## config.mk

```make
export PLATFORM = sky130hd
export DESIGN_NAME = serial_add_flat
export DESIGN_NICKNAME = d
export VERILOG_FILES = /design/src/rtl/serial_add_if.sv /design/src/rtl/serial_add.sv /design/src/flat_wrapper.sv
export SDC_FILE = /design/constraint.sdc
export NUM_CORES = 1
export LEC_CHECK = 0
export ABC_CLOCK_PERIOD_IN_PS = 2200
export CAP_MARGIN = 20
export CORE_AREA = 2 2 66 68
export CTS_CLUSTER_DIAMETER = 100
export DETAILED_ROUTE_END_ITERATION = 8
export DIE_AREA = 0 0 68 70
export PLACE_DENSITY = 0.68
export SLEW_MARGIN = 20
export SYNTH_ARGS = -nofsm -noshare
export SYNTH_HDL_FRONTEND = slang
export SYNTH_SLANG_ARGS = --single-unit
```

## constraint.sdc

```tcl
create_clock -name clk -period 2.2 [get_ports clk]
set_clock_uncertainty 0.2 [all_clocks]
set_input_delay 0.22 -clock clk [delete_from_list [all_inputs] [get_ports clk]]
set_output_delay 0.22 -clock clk [all_outputs]
set_load 0.005 [all_outputs]
```

## src/rtl/serial_add_if.sv

```systemverilog
// Handshake and operand/result bundle for serial_add.
// The cout/ovf flags exist only when SERIAL_ADD_FLAGS_EN is defined.
interface serial_add_if #(
  parameter int WIDTH = 8
);
  logic             start;
  logic [WIDTH-1:0] op1;
  logic [WIDTH-1:0] op2;
  logic             cin;
  logic             busy;
  logic             done;
  logic [WIDTH-1:0] ans;
`ifdef SERIAL_ADD_FLAGS_EN
  logic             cout;
  logic             ovf;
`endif

  modport master (
    output start, op1, op2, cin,
`ifdef SERIAL_ADD_FLAGS_EN
    input  cout, ovf,
`endif
    input  busy, done, ans
  );

  modport slave (
    input  start, op1, op2, cin,
`ifdef SERIAL_ADD_FLAGS_EN
    output cout, ovf,
`endif
    output busy, done, ans
  );
endinterface

```

## src/rtl/serial_add.sv

```systemverilog
// Bit-serial adder: one full adder plus a carry flop, LSB first, one bit per clock.
// Define SERIAL_ADD_FLAGS_EN to add registered cout/ovf flags updated with ans.
module serial_add #(
  parameter int WIDTH = 8
) (
  input  logic         clk,
  input  logic         rst,
  serial_add_if.slave  bus
);
  localparam int CW = $clog2(WIDTH + 1);
  localparam logic [CW-1:0] LAST = CW'(WIDTH - 1);

  typedef enum logic [1:0] {IDLE, RUN, DONE} state_t;

  state_t           state;
  logic [WIDTH-1:0] a_sh;
  logic [WIDTH-1:0] b_sh;
  logic [WIDTH-1:0] sum_sh;
  logic [WIDTH-1:0] sum_next;
  logic [CW-1:0]    cnt;
  logic             carry;
  logic             fa_s;
  logic             fa_c;
  logic             busy_r;
  logic             done_r;
  logic [WIDTH-1:0] ans_r;
`ifdef SERIAL_ADD_FLAGS_EN
  logic             cout_r;
  logic             ovf_r;
`endif

  always_comb begin
    fa_s     = a_sh[0] ^ b_sh[0] ^ carry;
    fa_c     = (a_sh[0] & b_sh[0]) | (carry & (a_sh[0] ^ b_sh[0]));
    // New sum bit enters at the MSB; after WIDTH shifts bit 0 sits at the LSB.
    sum_next = sum_sh >> 1;
    sum_next[WIDTH-1] = fa_s;
  end

  always_ff @(posedge clk or posedge rst) begin
    if (rst) begin
      state  <= IDLE;
      a_sh   <= '0;
      b_sh   <= '0;
      sum_sh <= '0;
      cnt    <= '0;
      carry  <= 1'b0;
      busy_r <= 1'b0;
      done_r <= 1'b0;
      ans_r  <= '0;
`ifdef SERIAL_ADD_FLAGS_EN
      cout_r <= 1'b0;
      ovf_r  <= 1'b0;
`endif
    end else begin
      case (state)
        IDLE, DONE: begin
          done_r <= 1'b0;
          if (bus.start) begin
            a_sh   <= bus.op1;
            b_sh   <= bus.op2;
            carry  <= bus.cin;
            cnt    <= '0;
            busy_r <= 1'b1;
            state  <= RUN;
          end else begin
            state  <= IDLE;
          end
        end
        RUN: begin
          a_sh   <= a_sh >> 1;
          b_sh   <= b_sh >> 1;
          carry  <= fa_c;
          sum_sh <= sum_next;
          cnt    <= cnt + CW'(1);
          if (cnt == LAST) begin
            state  <= DONE;
            busy_r <= 1'b0;
            done_r <= 1'b1;
            ans_r  <= sum_next;
`ifdef SERIAL_ADD_FLAGS_EN
            // On the MSB step, carry holds the carry into the MSB and fa_c the carry out.
            cout_r <= fa_c;
            ovf_r  <= carry ^ fa_c;
`endif
          end
        end
        default: begin
          state  <= IDLE;
          busy_r <= 1'b0;
          done_r <= 1'b0;
        end
      endcase
    end
  end

  assign bus.busy = busy_r;
  assign bus.done = done_r;
  assign bus.ans  = ans_r;
`ifdef SERIAL_ADD_FLAGS_EN
  assign bus.cout = cout_r;
  assign bus.ovf  = ovf_r;
`endif
endmodule

```

## src/flat_wrapper.sv

```systemverilog
// flat-port wrapper written by rule: the top's interface ports become plain ports
module serial_add_flat 
#(
  parameter int WIDTH = 8
)
  (clk, rst, bus_start, bus_op1, bus_op2, bus_cin, bus_busy, bus_done, bus_ans);
  serial_add_if #(.WIDTH(WIDTH)) bus_i ();
  input  logic clk;
  input  logic rst;
  input wire logic [$bits(bus_i.start)-1:0] bus_start;
  input wire logic [$bits(bus_i.op1)-1:0] bus_op1;
  input wire logic [$bits(bus_i.op2)-1:0] bus_op2;
  input wire logic [$bits(bus_i.cin)-1:0] bus_cin;
  output wire logic [$bits(bus_i.busy)-1:0] bus_busy;
  output wire logic [$bits(bus_i.done)-1:0] bus_done;
  output wire logic [$bits(bus_i.ans)-1:0] bus_ans;
  assign bus_i.start = bus_start;
  assign bus_i.op1 = bus_op1;
  assign bus_i.op2 = bus_op2;
  assign bus_i.cin = bus_cin;
  assign bus_busy = bus_i.busy;
  assign bus_done = bus_i.done;
  assign bus_ans = bus_i.ans;
  serial_add #(.WIDTH(WIDTH)) u_core (.clk(clk), .rst(rst), .bus(bus_i));
endmodule
```

Word level (Yosys, flattened, before mapping)
Cells that the tools add are included.
{"block": "word_totals", "word_cells": 42, "ram_bits": 0, "input_bits": 20, "memories": 0, "out_inout_bits": 10, "regBits": 41, "latch_bits": 0, "romBits": 0}
{"block": "classes", "bitwise": 5, "multipliers": 0, "n_eq_ne": 5, "addsub": 1, "n_mux": 16, "n_reduce_logical": 6, "shifts": 0, "magnitude_cmp": 0, "div_mod_pow": 0}
{"operator": "one-hot mux 8 bit (2 select lines)", "n": 2}
{"operator": "two-way mux 8 bit", "n": 2}
{"operator": "one-hot mux 4 bit (2 select lines)", "n": 1}
{"operator": "two-way mux 1 bit", "n": 6}
{"operator": "AND reduction 2 bit", "n": 3}
{"operator": "adder 4 x 1 -> 4 bit, second input constant", "n": 1}
{"operator": "== test 4 x 3 -> 1 bit, second input constant", "n": 1}
{"operator": "two-way mux 4 bit", "n": 1}
{"operator": "one-hot mux 1 bit (2 select lines)", "n": 2}
{"operator": "one-hot mux 2 bit (2 select lines)", "n": 1}
{"operator": "bitwise AND 1 bit", "n": 2}
{"operator": "== test 2 x 1 -> 1 bit, second input constant", "n": 1}
{"operator": "== test 2 bit, second input constant", "n": 1}
{"operator": "zero test 2 bit", "n": 1}
{"operator": "two-way mux 2 bit", "n": 1}
{"operator": "inequality test 2 x 1 -> 1 bit, second input constant", "n": 1}
{"operator": "inequality test 2 bit, second input constant", "n": 1}
{"operator": "nonzero test 2 bit", "n": 1}
{"operator": "OR reduction 2 bit", "n": 1}
{"operator": "XOR 1 bit", "n": 2}
{"operator": "bitwise OR 1 bit", "n": 1}

Longest topological paths before layout
Gate-level depths: netlist of the first run.
{"block": "depth", "depth_word": 4, "ltp_mapped": 5, "depth_no_buf": 4}

Least setup slack after synthesis of the first run
No wires, ideal clock.
{"block": "synth_path", "path_kind": "register -> register", "start": "reg u_core.cnt[0]", "end": "reg u_core.ans_r[0] (netlist: u_core.bus.ans[0])", "synth_period_minus_slack_ns": 1.575, "n_path_buf": 0, "setup_ns": 0.128, "arrival_ns": 1.247, "stages_incl_launch_ff": 5, "t_required_ns": 1.872, "setup_slack_ns": 0.625, "cell_sequence": "dfrtp_1 > ha_1 > nand3b_2 > nor2_8 > mux2_1"}
{"block": "synth_via", "elab_chain_cells": 2}
{"item": "from (decl)", "line_no": "serial_add.sv:20", "source": "logic [CW-1:0] cnt;"}
{"item": "from (signal assigned)", "line_no": "serial_add.sv:75", "source": "cnt <= cnt + CW'(1);"}
{"item": "== test 4 x 3 -> 1 bit", "line_no": "serial_add.sv:76", "source": "if (cnt == LAST) begin"}
{"item": "AND reduction 2 bit (no line)"}
{"item": "to (signal assigned)", "line_no": "serial_add.sv:80", "source": "ans_r <= sum_next;"}
{"item": "to (decl)", "line_no": "serial_add.sv:26", "source": "logic [WIDTH-1:0] ans_r;"}
Every way passes these cells.
A chain may end at the register's enable or synchronous reset.

Final worst setup path of the first run
{"block": "layout_path", "start": "reg u_core.state[1]", "end": "reg u_core.ans_r[3] (netlist: u_core.bus.ans[3])"}
{"block": "layout_via", "elab_chain_cells": 2}
{"item": "from (decl)", "line_no": "serial_add.sv:15", "source": "state_t state;"}
{"item": "from (signal assigned)", "line_no": "serial_add.sv:42", "source": "state <= IDLE;"}
{"item": "from (signal assigned)", "line_no": "serial_add.sv:65", "source": "state <= RUN;"}
{"item": "from (signal assigned)", "line_no": "serial_add.sv:67", "source": "state <= IDLE;"}
{"item": "== test 2 x 1 -> 1 bit", "line_no": "serial_add.sv:56", "source": "case (state)"}
{"item": "AND reduction 2 bit (no line)"}
Every way passes these cells.

==> metrics.md, run 1 <==
| Metric | Value |
|---|---|
| Die footprint | 4760 µm² |
| Hold slack final | 161 ps |
| CP Cell Sequence | nand2b_1 > nor2_8 > mux2_1 |
| Core ar. | 4140 µm² |
| First-pass GRT wire length | 5.15 mm |
| Cts repair resizes | 0 |
| Clock latency on the worst-skew pair | 290 ps |
| Final setup viols | 0 |
| Clock period minus worst slack | 1750 ps |
| Async S/R FF share, synth | 100% |
| Worst Max-Slew Pin Slew | 563 ps |
| Slowest cell on the critical path | nand2b_1 |
| Post-CTS Setup Repair Bufs | 0 |
| Fmax | 573 MHz |
| Crit share post-route | 79.4% |
| Slew Viols, Final | 0 |
| Antenna cell count | 0 |
| Leak pwr | 1.07 nW |
| Register bit total from synthesis | 40 |
| Synth area leaders | dfrtp_1 (58%), a22o_1 (9.1%), a21o_1 (6.5%) |
| I/O pins | 30 |
| First-iteration detailed-routing DRC count | 91 |
| Ys Warns | 0 |
| Crit path kind | flip-flop to flip-flop |
| Synth Area in Simple Gates | 11.9% |
| RSZ-0062 raised after global routing | no |
| R2r startpoint | u_core.state[1] |
| Final net count | 186 |
| Residual DRC | 0 |
| Worst setup EP type | flip-flop |
| Final count of hold timing violations | 0 |
| # clock sinks | 40 |
| Most common cell in the netlist | dfrtp_1 |
| Die X | 68 µm |
| Clock Tree Root | clkbuf_8 |
| Synth Area in XOR/XNOR | 0% |
| Syn_nets | 155 |
| Largest family of logic cells by synthesized area | compound AO/OA/AOI/OAI gates |
| Max cap viols | 0 |
| Power density cells | 1350 nW/µm² |
| Reg-to-reg slack, setup | 450 ps |
| Synth Area in Adders | 1.88% |
| GRT Util Overall | 14.6% |
| Setup TNS | 0 ps |
| Routed wire per std cell | 13.3 µm |
| Mux cell area share after synthesis | 7.88% |
| Critical path arrival | 1710 ps |
| Initial antenna violation count | 0 |
| Share of the synthesized area in the top cell type | 57.8% |
| Port Buf Inserts | 29 |
| Routability cong. | 0.725 |
| Share of cells above drive strength 1 | 9.70% |
| CP max stage delay | 390 ps |
| Hold_buf cts | 0 |
| Post-synthesis cell area | 1730 µm² |
| Routed Antenna Nets | 0 |
| Vias in the first global route | 1174 |
| Area delta synth->final | 23.2% |
| Synth unique cells | 27 |
| Syn_area_per_cell | 13.0 µm² |
| R2R cell count | 3 |
| Via-to-Cell Ratio | 5.08 |
| DR vias | 1102 |
| Cell taking the most area after synthesis | dfrtp_1 |
| Std-Cell Rows | 24 |
| Initial core utilization | 41.8% |
| Peak supply drop | 0.449 mV |
| Clock Path Buffers | 2 |
| Required @ worst endpoint | 2170 ps |
| Clock-pin slew on the worst setup and hold paths | 70 ps |
| H-tree depth | 2 |
| Seq/Total Area, Yosys | 57.8% |
| TritonCTS clock tree | built |
| Final setup margin | 454 ps |
| Routed wire length | 2.89 mm |
| Setup slack at placement | 409 ps |
| Outcome | finished clean |
| Vert. Die Dim | 70 µm |
| Crit-path max FO | 10 |
| Critical Path Source | u_core.state[1] |
| Relative slew slack | 62.4% |
| Reg-to-reg critical path endpoint | u_core.bus.ans[3] |
| Startpoint types | flip-flop |
| Post-DP HPWL | 1.95 mm |
| Cell count after synthesis | 133 |
| CP Capture Point | u_core.bus.ans[3] |
| GR Overflow Total | 0 |
| Post-synth EDFFs | 0 |
| Synth top cells by count | dfrtp_1 (40), nand2_1 (22), a22o_1 (18) |
| Min-delay worst type | input port to async pin |
| Ys flop type | dfrtp_1 |
| Pre-antenna DRT Iters | 4 |
| Complex-gate fraction of the synthesized area | 16.5% |
| Largest net degree at the start of global routing | 41 |
| Num CTS Buffers | 5 |
==> metrics by stage <==
step,std cells,cell area [µm²],power (W),utilization [%]
after global routing,217,2130,0.00313,51.5
after floorplan,133,1730,0.00215,-
after CTS,217,2130,0.00293,51.5
after detailed placement,209,2040,0.00243,49.3
final,217,2130,0.00288,51.5
after global placement,209,2040,0.00237,49.3
==> cell families after synthesis <==
family          Yosys count
flops                    40
compound gates           36
simple gates             33
buf+inv                  10
fa+ha+maj                 2
mux                      12
==> per-layer routing <==
layer | global-route usage (%) | up-vias | share of wire, % | wire length [µm]
met1 | 17.2 | 535 | 46 | 1340
met5 | 0 | - | 0 | 0
met3 | 5.31 | 6 | 5.9 | 169
li1 | - | 527 | - | -
met2 | 23.7 | 34 | 46 | 1330
met4 | 6.00 | 0 | 1.8 | 53
==> cell type report <==
type	instances	area [µm²]
inverter	3	11.3
sequential	40	1000
clock buffer	8	90.1
tap	52	65.1
timing repair buffer	31	305
multi-input combinational	83	661
fill	360	2010
==> worst max-delay path, delay by kind of cell, from the launching register on <==
| family | cells | cell delay (ps) |
|---|---|---|
| simple gates | 2 | 700 |
| flops | 1 | 370 |
| mux | 1 | 350 |
==> report_power, final <==
part	leakage [nW]	switching (W)	internal, W
Clock	0.0455	0.000230	0.000255
Combinational	0.521	0.000510	0.000611
Sequential	0.504	0.000214	0.00106
==> worst min-delay path by stage <==
stage / endpoint
3_3_place_gp: u_core.sum_sh[1]
6_report: u_core.carry
5_1_grt: u_core.bus.ans[3]
2_1_floorplan: u_core.a_sh[7]
4_1_cts: u_core.sum_sh[3]
3_5_place_dp: u_core.b_sh[1]
==> cells in the final DEF, fill, tap and decap left out <==
cell,synthesis,layout
nor2b_4,1,1
o21ai_1,1,1
buf_4,1,2
nor2b_1,1,1
a22o_1,18,18
dfrtp_1,40,40
nor2_8,2,2
fa_1,1,1
inv_1,3,3
clkdlybuf4s50_1,0,29
and2b_4,1,1
clkbuf_1,0,2
nor2_1,2,2
clkbuf_8,0,6
a21o_1,15,15
nand2_1,22,22
mux2i_1,2,2
mux2_1,8,8
nand2b_1,1,1
nand4_4,1,1
o21ai_0,1,1
mux2_2,1,1
mux2_4,1,1
nand3b_2,1,1
nand3b_1,1,1
ha_1,1,1
a21oi_1,1,1
==> state kept, by name, summed over array words and instances (netlist names) <==
name             cells
u_core.a_sh          8
u_core.b_sh          8
u_core.bus.ans       8
u_core.sum_sh        7
u_core.cnt           4
u_core.state         2
u_core.bus.busy      1
u_core.bus.done      1
u_core.carry         1
Note: power is estimated with default switching activity, not from simulation.
==> run 2, diff against run 1 <==
Settings changed: ABC_CLOCK_PERIOD_IN_PS 2200 to 1500, PLACE_DENSITY 0.68 to 0.71.
Clock period 2.2 ns to 1.5 ns, I/O delays scaled along.
==> run 2 against run 1 <==
- the flow now finishes with violations (setup timing)
- routed wire length up 18%
- total power up 73%
- setup slack worse by 500 ps
- final cell count up 9.2%
- via count up 8.3%
- cell area up 13%
- sequential power up 46%
- utilization up 6.8 points
- largest power group is now combinational cells
- sequential cell count unchanged
- worst hold slack worse by 150 ps
- fmax up 13%
- critical endpoint is now u_core.cnt[3]
- critical path depth unchanged
==> metrics.md, run 2 (synthesized netlist as in run 1, its figures left out) <==
| Metric | Value |
|---|---|
| Outcome | finished with violations |
| Failing checks | setup timing |
| Core ar. | 4140 µm² |
| Initial antenna violation count | 0 |
| Min-delay worst type | input port to async pin |
| CP max stage delay | 410 ps |
| Final Power | 0.00499 W |
| First-pass GRT wire length | 5.46 mm |
| # clock sinks | 40 |
| Most common cell after layout, fill and taps aside | dfrtp_1 |
| Clock Path Buffers | 2 |
| Routability cong. | 0.792 |
| I/O pins | 30 |
| Power density cells | 2060 nW/µm² |
| RSZ-0062 raised after global routing | yes |
| Routed wire length | 3.42 mm |
| Final net count | 206 |
| Clock latency on the worst-skew pair | 290 ps |
| Final count of hold timing violations | 0 |
| Pre-antenna DRT Iters | 4 |
| CP Cell Sequence | and2b_4 > nand4_4 > mux2_4 |
| Final setup viols | 23 |
| Area delta synth->final | 39.5% |
| Crit path max-delay family | simple AND/OR/NAND/NOR gates |
| Vert. Die Dim | 70 µm |
| R2R cell count | 3 |
| CP bufs+invs | 0 |
| Reg-to-reg slack, setup | -50 ps |
| Clock-pin slew on the worst setup and hold paths | 80 ps |
| Vias in the first global route | 1218 |
| Share of cells above drive strength 1 | 25.4% |
| Slowest cell on the critical path | dfrtp_1 |
| TritonCTS clock tree | built |
| Worst Max-Slew Pin Slew | 239 ps |
| Crit-path max FO | 9 |
| Largest net degree at the start of global routing | 41 |
| Port Buf Inserts | 29 |
| Antenna cell count | 0 |
| Worst setup EP type | flip-flop |
| H-tree depth | 2 |
| Crit path kind | flip-flop to flip-flop |
| Clock period minus worst slack | 1550 ps |
| Required @ worst endpoint | 1470 ps |
| Max cap viols | 0 |
| Hold slack final | 7.99 ps |
| Die X | 68 µm |
| Final setup margin | -46.3 ps |
| Residual DRC | 0 |
| Num CTS Buffers | 5 |
| GRT Util Overall | 15.2% |
| R2r startpoint | u_core.state[1] |
| Commonest non-fill, non-tap cells in the layout | dfrtp_1 (39), nand2_1 (22), clkdlybuf4s50_1 (19), a22o_1 (18), buf_4 (16) |
| Relative slew slack | 84.1% |
| Startpoint types | flip-flop |
| First-iteration detailed-routing DRC count | 69 |
| Clock Tree Root | clkbuf_8 |
| GR Overflow Total | 0 |
| Reg-to-reg critical path endpoint | u_core.cnt[3] |
| Crit share post-route | 103% |
| Routed Antenna Nets | 0 |
| Routed wire per std cell | 14.4 µm |
| Die footprint | 4760 µm² |
| DR vias | 1193 |
| Via-to-Cell Ratio | 5.03 |
| Critical path arrival | 1520 ps |
| Fmax | 647 MHz |
| Std-Cell Rows | 24 |
| Leak pwr | 1.31 nW |
| Post-DP HPWL | 2.24 mm |
| Peak supply drop | 0.833 mV |
| Slew Viols, Final | 0 |
| Initial core utilization | 41.8% |
## run 2: cell count changes in the layout (fill, tap and decap cells not counted), sizes merged
cell,change
buf,+17
clkdlybuf4s50,-10
dlygate4sd2,+5
dlymetal6s2s,+5
clkbuf,-2
nor2,+2
bufinv,+1
clkinv,+1
clkinvlp,+1
## run 2: report_power, final
group / switching [W] / internal (W) / leakage [nW] / total [W]
Sequential: 0.000306 / 0.00156 / 0.503 / 0.00187
Combinational: 0.000955 / 0.00130 / 0.749 / 0.00226
Clock: 0.000367 / 0.000492 / 0.0541 / 0.000859
## run 2: what timing repair did
| action | in CTS | in global routing |
|---|---|---|
| gates resized for setup | 5 | 15 |
| cloned | 0 | 3 |
| hold buffers | 0 | 0 |
| setup buffers | 3 | 3 |
| endpoints found under the setup margin | 27 | 29 |
| pin swaps | 15 | 5 |
## run 2: how the worst max path moves through the flow
| stage | slack (ps) | depth (start not counted) | endpoint | start |
|---|---|---|---|---|
| final | -50 | 3 | u_core.cnt[3] | u_core.state[1] |
| after global routing | -90 | 4 | u_core.bus.ans[2] | u_core.cnt[1] |
| after CTS | -40 | 3 | u_core.bus.ans[1] | u_core.state[1] |
| after detailed placement | -200 | 5 | u_core.carry | bus_start |
| after global placement | -130 | 5 | u_core.carry | bus_start |
| after floorplan | -40 | 4 | u_core.bus.ans[0] | u_core.cnt[1] |
## run 2: worst min-delay path: cells and delay by family
family | cells | cell delay, ps
buf+inv | 3 | 720
## run 2: layer usage
metal  GRT usage (%)  up-vias  part of all wire (%)
li1                -      567                     -
met1            18.4      585                    43
met2            25.7       36                    51
met3            5.15        5                   5.2
met4            3.33        0                  0.97
met5               0        -                     0
## run 2: per-stage QoR
step | util (%) | std cells | area (µm²) | TNS [ps] | worst slack [ps]
after floorplan | - | 133 | 1750 | -331 | -41.4
final | 58.3 | 237 | 2420 | -536 | -46.3
after detailed placement | 52.4 | 220 | 2170 | -2290 | -202
after global placement | 52.4 | 220 | 2170 | -1610 | -126
after CTS | 55.5 | 231 | 2300 | -257 | -37.4
after global routing | 58.3 | 237 | 2420 | -1500 | -88.7
## run 2: final cells by class
class                      count  area, µm²
fill                         338       1730
sequential                    40       1000
multi-input combinational     85        733
timing repair buffer          49        493
clock buffer                   5       68.8
tap                           52       65.1
clock inverter                 3       42.5
inverter                       3       11.3
